## src/rtl/dtack_wait_gen.sv

```systemverilog
// Bus-cycle terminator for the 68010 board: DTACK after per-region wait states,
// device-acknowledged I/O and expansion cycles, BERR from a saturating watchdog.
module dtack_wait_gen #(
   parameter int ROM_WAIT = 2,
   parameter int RAM_WAIT = 0,
   parameter int TIMEOUT  = 64,
   parameter int CNT_W    = 8
) (
   input  logic i_CLK,
   input  logic i_HWRST,
   input  logic i_AS_n,
   input  logic i_ROMSEL_n,
   input  logic i_RAMSEL_n,
   input  logic i_IOSEL_n,
   input  logic i_EXPSEL_n,
   input  logic i_IODTACK_n,
   input  logic i_EXPDTACK_n,
   output logic o_DTACK_n,
   output logic o_BERR_n,
   output logic o_WAITING
);

   typedef enum logic [1:0] {IDLE, WAIT, ACK, BERR} state_t;
   typedef enum logic [2:0] {RG_ROM, RG_RAM, RG_IO, RG_EXP, RG_UNM} region_t;

   localparam logic [CNT_W-1:0] ROM_W   = CNT_W'(ROM_WAIT);
   localparam logic [CNT_W-1:0] RAM_W   = CNT_W'(RAM_WAIT);
   localparam logic [CNT_W-1:0] TO_LAST = CNT_W'(TIMEOUT - 1);
   localparam logic [CNT_W-1:0] TO_SAT  = CNT_W'(TIMEOUT);

   logic             as_m, as_s, as_d;
   logic             iod_m, iod_s;
   logic             expd_m, expd_s;
   logic [1:0]       fill;
   logic             armed;
   state_t           state;
   region_t          region, sel_region;
   logic [CNT_W-1:0] wcnt, wdog, sel_wait;
   logic             sel_internal, internal, cyc_start, ext_ack, ack_cond;

   always_comb begin
      sel_region = RG_UNM;
      sel_wait   = '0;
      if (!i_ROMSEL_n) begin
         sel_region = RG_ROM;
         sel_wait   = ROM_W;
      end else if (!i_RAMSEL_n) begin
         sel_region = RG_RAM;
         sel_wait   = RAM_W;
      end else if (!i_IOSEL_n) begin
         sel_region = RG_IO;
      end else if (!i_EXPSEL_n) begin
         sel_region = RG_EXP;
      end
   end

   assign sel_internal = (sel_region == RG_ROM) || (sel_region == RG_RAM);
   assign internal     = (region == RG_ROM) || (region == RG_RAM);

   // armed blocks a start until as_s has been seen high on real post-reset
   // data, so a strobe held low across reset is never treated as a new cycle.
   assign cyc_start = armed & ~as_s & as_d;

   always_comb begin
      ext_ack = 1'b0;
      case (region)
         RG_IO:   ext_ack = ~iod_s;
         RG_EXP:  ext_ack = ~expd_s;
         default: ext_ack = 1'b0;
      endcase
   end

   assign ack_cond = internal ? (wcnt == CNT_W'(1)) : ext_ack;

   always_ff @(posedge i_CLK) begin
      if (i_HWRST) begin
         as_m      <= 1'b1;
         as_s      <= 1'b1;
         as_d      <= 1'b1;
         iod_m     <= 1'b1;
         iod_s     <= 1'b1;
         expd_m    <= 1'b1;
         expd_s    <= 1'b1;
         fill      <= 2'd0;
         armed     <= 1'b0;
         state     <= IDLE;
         region    <= RG_UNM;
         wcnt      <= '0;
         wdog      <= '0;
         o_DTACK_n <= 1'b1;
         o_BERR_n  <= 1'b1;
         o_WAITING <= 1'b0;
      end else begin
         as_m   <= i_AS_n;
         as_s   <= as_m;
         as_d   <= as_s;
         iod_m  <= i_IODTACK_n;
         iod_s  <= iod_m;
         expd_m <= i_EXPDTACK_n;
         expd_s <= expd_m;

         if (fill != 2'd2)
            fill <= fill + 2'd1;
         else if (as_s)
            armed <= 1'b1;

         // Outputs follow the next state; branches below override the defaults.
         o_DTACK_n <= 1'b1;
         o_BERR_n  <= 1'b1;
         o_WAITING <= 1'b0;

         case (state)
            IDLE: begin
               if (cyc_start) begin
                  region <= sel_region;
                  wcnt   <= sel_wait;
                  wdog   <= '0;
                  if (sel_internal && (sel_wait == '0)) begin
                     state     <= ACK;
                     o_DTACK_n <= 1'b0;
                  end else begin
                     state     <= WAIT;
                     o_WAITING <= 1'b1;
                  end
               end
            end
            WAIT: begin
               if (wdog != TO_SAT)
                  wdog <= wdog + 1'b1;
               if (as_s) begin
                  state <= IDLE;
               end else if (ack_cond) begin
                  state     <= ACK;
                  o_DTACK_n <= 1'b0;
               end else if (wdog == TO_LAST) begin
                  state    <= BERR;
                  o_BERR_n <= 1'b0;
               end else begin
                  o_WAITING <= 1'b1;
                  if (internal)
                     wcnt <= wcnt - 1'b1;
               end
            end
            ACK: begin
               if (as_s) state <= IDLE;
               else      o_DTACK_n <= 1'b0;
            end
            BERR: begin
               if (as_s) state <= IDLE;
               else      o_BERR_n <= 1'b0;
            end
            default: state <= IDLE;
         endcase
      end
   end

endmodule

```

## config.mk

```make
export PLATFORM = sky130hd
export DESIGN_NAME = dtack_wait_gen
export DESIGN_NICKNAME = d
export VERILOG_FILES = /design/src/rtl/dtack_wait_gen.sv
export SDC_FILE = /design/constraint.sdc
export NUM_CORES = 1
export LEC_CHECK = 0
export BUFFER_PORTS_ARGS = -buffer_cell sky130_fd_sc_hd__buf_2
export CORE_MARGIN = 5
export CORE_UTILIZATION = 30
export CTS_CLUSTER_DIAMETER = 120
export DETAILED_ROUTE_END_ITERATION = 6
export PLACE_DENSITY = 0.47
export SLEW_MARGIN = 20
export SYNTH_ARGS = -nofsm -noshare
export SYNTH_HDL_FRONTEND = slang
export SYNTH_SLANG_ARGS = --single-unit
export TNS_END_PERCENT = 30
```

## constraint.sdc

```tcl
create_clock -name i_CLK -period 2.95 [get_ports i_CLK]
set_input_delay 0.4425 -clock i_CLK [delete_from_list [all_inputs] [get_ports i_CLK]]
set_output_delay 0.4425 -clock i_CLK [all_outputs]
set_load 0.005 [all_outputs]
```

# Yosys cells after proc, flatten, opt, wreduce, memory -nomap -nowiden
# Index checks and enable logic that the tools add are counted.
[op_classes]
add_sub_neg = 3
eq_ne = 19
muxes = 37
bitwise_logic = 6
reduce_logical = 14
[ops]
columns = ["op", "count"]
rows = [
  ["$mux 8", 7],
  ["$pmux 8 s2", 2],
  ["$mux 2", 7],
  ["$ne 2x2->1 const B", 7],
  ["$mux 1", 12],
  ["$mux 3", 4],
  ["$add 8x1->8 const B", 1],
  ["$eq 8x1->1 const B", 1],
  ["$eq 8x6->1 const B", 1],
  ["$logic_not 8->1", 1],
  ["$ne 8x7->1 const B", 1],
  ["$sub 8x1->8 const B", 1],
  ["$eq 3x1->1 const B", 2],
  ["$eq 3x2->1 const B", 2],
  ["$logic_not 3->1", 2],
  ["$pmux 1 s2", 3],
  ["$pmux 2 s3", 1],
  ["$reduce_and 3->1", 2],
  ["$reduce_and 6->1", 1],
  ["$eq 2x2->1 const B", 2],
  ["$ne 4x4->1 const B", 1],
  ["$not 1->1", 4],
  ["$reduce_and 2->1", 2],
  ["$pmux 1 s3", 1],
  ["other kinds (9)", 11],
]
[totals]
regBits = 34
output_inout_bits = 3
elab_cells = 95

# Logic depth before layout (Yosys ltp)
[depth]
depth_word = 10
ltp_mapped = 6

# Worst setup path after synthesis
# No wires, ideal clock.
[synth_path]
path_type = "register -> register"
from = "reg wcnt[1]"
to = "reg wcnt[4]"
setup_ns = 0.074
arrival_ns = 1.686
path_slack_ns = 1.190
path_stages_with_launch = 7
period_less_slack_ns = 1.760
path_cell_list = "dfxtp_1 inv_1 ha_1 nor4b_2 a2111o_1 or3_1 a31oi_1"
[synth_via]
elab_chain_len = 6
word_cells_on_any_way = 10
[synth_rtl]
columns = ["element", "line_no", "text"]
rows = [
  ["start, declared", "38", "logic [CNT_W-1:0] wcnt, wdog, sel_wait;"],
  ["start signal, assigned", "116", "wcnt <= sel_wait;"],
  ["start signal, assigned", "141", "wcnt <= wcnt - 1'b1;"],
  ["$sub 8x1->8", "141", ""],
  ["$mux 8", "140", "if (internal)"],
  ["$mux 8", "135", "end else if (wdog == TO_LAST) begin"],
  ["$mux 8", "132", "end else if (ack_cond) begin"],
  ["$mux 8", "130", "if (as_s) begin"],
  ["$pmux 8 s2", "112", "case (state)"],
]
# Parallel ways exist; a longest one is shown, timed or not. The select of a mux whose other input is x is not followed.
# A chain may end at the register's enable or synchronous reset.

# Worst setup path in the final report
[layout_path]
from = "reg wcnt[1]"
to = "reg wcnt[7]"
# Same word-level chain as after synthesis.

==> results by group <==
Status
  • Status: finished, final reports clean

Critical path
  • Worst Path Required: 3.11 ns
  • Crit Path Max Fanout: 5
  • R2R Setup Slk: 0.92 ns
  • Critical Path Start Type: register
  • Worst R2R End: wcnt[7]
  • Cells on worst reg2reg path: 6
  • Arrival @ worst endpoint: 2.19 ns
  • Worst Setup Path Type: reg -> reg
  • RR Startpoint: wcnt[1]
  • Crit path capture type: register

STA
  • Setup TNS: 0 ns
  • Final Cycle Share: 0.689
  • Slew Viols, Final: 0
  • Relative slew slack: 0.536
  • Fmax: 492 MHz
  • Min Hold Slack: 0.336 ns
  • Min Tclk post-route: 2.03 ns
  • Final setup violation count: 0
  • Setup Skew: 0.0133 ns
  • RSZ-0062 raised after global routing: no
  • Worst-margin pin slew: 0.690 ns
  • Final Hold Viols: 0
  • Final worst setup slack: 0.919 ns

Final layout
  • Diodes inserted: 0
  • Share of layout cells above drive strength 1: 0.165
  • Fin util: 0.355
  • Layout area overhead: 14.6%
  • Fin area: 1970 um2
  • Fin cells: 278
  • Nets@finish: 219

Clock tree
  • H-tree Lvls: 2
  • CTS buffer count: 5
  • Root buffer cell: clkbuf_8
  • Post-CTS Setup Inserts: 0
  • TritonCTS clock tree: done
  • Reg clk slew, reported paths: 0.08 ns
  • Maximum buffer depth of the clock tree: 2
  • CTS sink count: 34
  • # resized after CTS: 0
  • Worst skew pair latency: 0.29 ns
  • Hold-fix buffers at CTS: 0

Global routing
  • Total global routing overflow: 0
  • Largest net degree at the start of global routing: 28
  • Total Routing Usage GR: 0.115
  • First-pass GRT wire length: 6710 um
  • Number of global-route vias before repair: 1371
  • Initial antenna violation count: 0

Drt
  • DRT Wirelength: 3880 um
  • Post-route ant nets: 0
  • Total number of vias: 1404
  • Initial DRT Pass Iterations: 6
  • WL/cell: 14.0 um
  • Drc violations: 0
  • Initial drt markers: 48
  • Via/cell ratio: 5.05

Synth
  • Ys Warns: 0
  • Seq/Total Area, Yosys: 0.397
  • Post-synth EDFFs: 0
  • Cell taking the most area after synthesis: dfxtp_1
  • Syn avg cell area: 8.89 um2
  • Yosys top cell area share: 0.397
  • Syn Nets: 207
  • Top_reg_cell synth: dfxtp_1
  • Post-synth cell types: 48
  • Top cells by area, synth: dfxtp_1 (40%), nor2_1 (4.4%), a31oi_1 (3.6%)
  • Post-Syn Area: 1720 um2
  • Seq cells post-synth: 34
  • Async set-reset flop share out of synthesis: 0
  • Cells after synthesis: 193

Floorplan
  • I/O pin count: 12
  • FP Rows: 27
  • Die W: 85.6 um
  • DIE AREA: 7330 um2
  • Initial Utilization: 0.310
  • Die H: 85.6 um
  • Core ar.: 5540 um2

Placement
  • Pre-CTS setup slack: 0.960 ns
  • GPL Wtd Cong: 0.819
  • Placed insts: 270
  • DP HPWL: 2830 um
  • PortBufs: 11
  • Post-DP Area: 1820 um2

Hold path
  • Min-delay worst type: in -> reg
  • Hold depth: 2
  • Hold_sp: i_AS_n
  • Hold EP: as_m

Pwr
  • Worst vdd ir: 0.285 mV
  • Static Leak: 0.697 nW
  • Total chip power: 1.13 mW
  • Pwr Density: 573 nW/um2

Job
  • Max Cap Viol: 0
==> flip-flops by register name (all words and copies together) (netlist names), 2 cells and up <==
name	count
wcnt	8
region	3
fill	2
state	2
wdog	8
==> cells in the final DEF (no fill, tap or decap), types with 3 or more instances in the layout <==
master and n:
nand3_1 5, clkbuf_8 6, buf_2 11, ha_1 5
inv_1 13, or3_1 4, a21oi_1 9, dfxtp_1 34
a2111oi_0 4, nand2_1 16, o211ai_1 4, nor2_1 20
xnor2_1 3, and3_1 3, o21ai_0 5, mux2i_1 3
a31oi_1 10, a21o_1 3, or2_2 8
==> final cells by class <==
class,count,area (um2)
Clock buffer,6,82.6
Clock inverter,2,60.1
Fill cell,592,3570
Inverter,13,48.8
Multi-Input combinational cell,140,948
Sequential cell,34,681
Tap cell,72,90.1
Timing Repair Buffer,11,55.1
==> worst max path at each step <==
stage / startpoint / end / slack [ns]
finish: wcnt[1] / wcnt[7] / 0.92
global route: wcnt[1] / wcnt[7] / 0.74
CTS: wcnt[1] / wcnt[7] / 0.96
detailed placement: wcnt[1] / wcnt[7] / 0.96
global placement: wcnt[1] / wcnt[7] / 1.02
floorplan: wcnt[1] / wcnt[4] / 1.19
==> report_power, final <==
part / leakage (nW) / switching, mW / internal [mW]
combinational: 0.350 / 0.0538 / 0.0398
sequential: 0.276 / 0.0167 / 0.482
clock: 0.0714 / 0.173 / 0.361
total: 0.697 / 0.244 / 0.883
==> critical path, cell delays in order (launching register included) <==
cell,delay (ns)
dfxtp_1,0.36
inv_1,0.09
ha_1,0.19
nor4b_2,0.18
a2111o_1,0.48
o21ai_0,0.44
a31oi_1,0.16
==> routing by layer <==
| layer | routed length (um) | global-route usage | part of all wire |
|---|---|---|---|
| met2 | 1780 | 0.172 | 0.46 |
| met5 | 0 | 0 | 0 |
| met1 | 1920 | 0.156 | 0.50 |
| met3 | 144 | 0.0336 | 0.037 |
| met4 | 27 | 0.0388 | 0.0070 |
==> synth_stat cells (2+ instances only) <==
cell       count
a2111o_1       2
a2111oi_0      4
a21o_1         3
a21oi_1        9
a221oi_1       2
a31oi_1       10
a32oi_1        2
and3_1         3
buf_6          2
clkbuf_1       4
dfxtp_1       34
ha_1           5
inv_1         13
mux2i_1        3
nand2_1       16
nand3_1        5
nand4_1        2
nor2_1        20
nor2b_1        2
nor3_1         2
nor4_1         2
o211ai_1       4
o21ai_0        5
o311ai_0       2
or2_2          8
or3_1          4
xnor2_1        3
xor2_1         2
==> kinds of logic (layout without fill, tap and decap cells) <==
kind of cell | after synthesis | after routing | share of synthesized area
AO/OA/AOI/OAI | 52 | 52 | 0.226
XOR/XNOR | 5 | 5 | 0.0255
adder cells (fa/ha/maj) | 5 | 5 | 0.0365
buffers and inverters | 19 | 32 | 0.0503
flip-flops | 34 | 34 | 0.397
multiplexers | 4 | 4 | 0.0241
AND/OR/NAND/NOR | 74 | 74 | 0.241
Power figures use the tool's default switching activity.
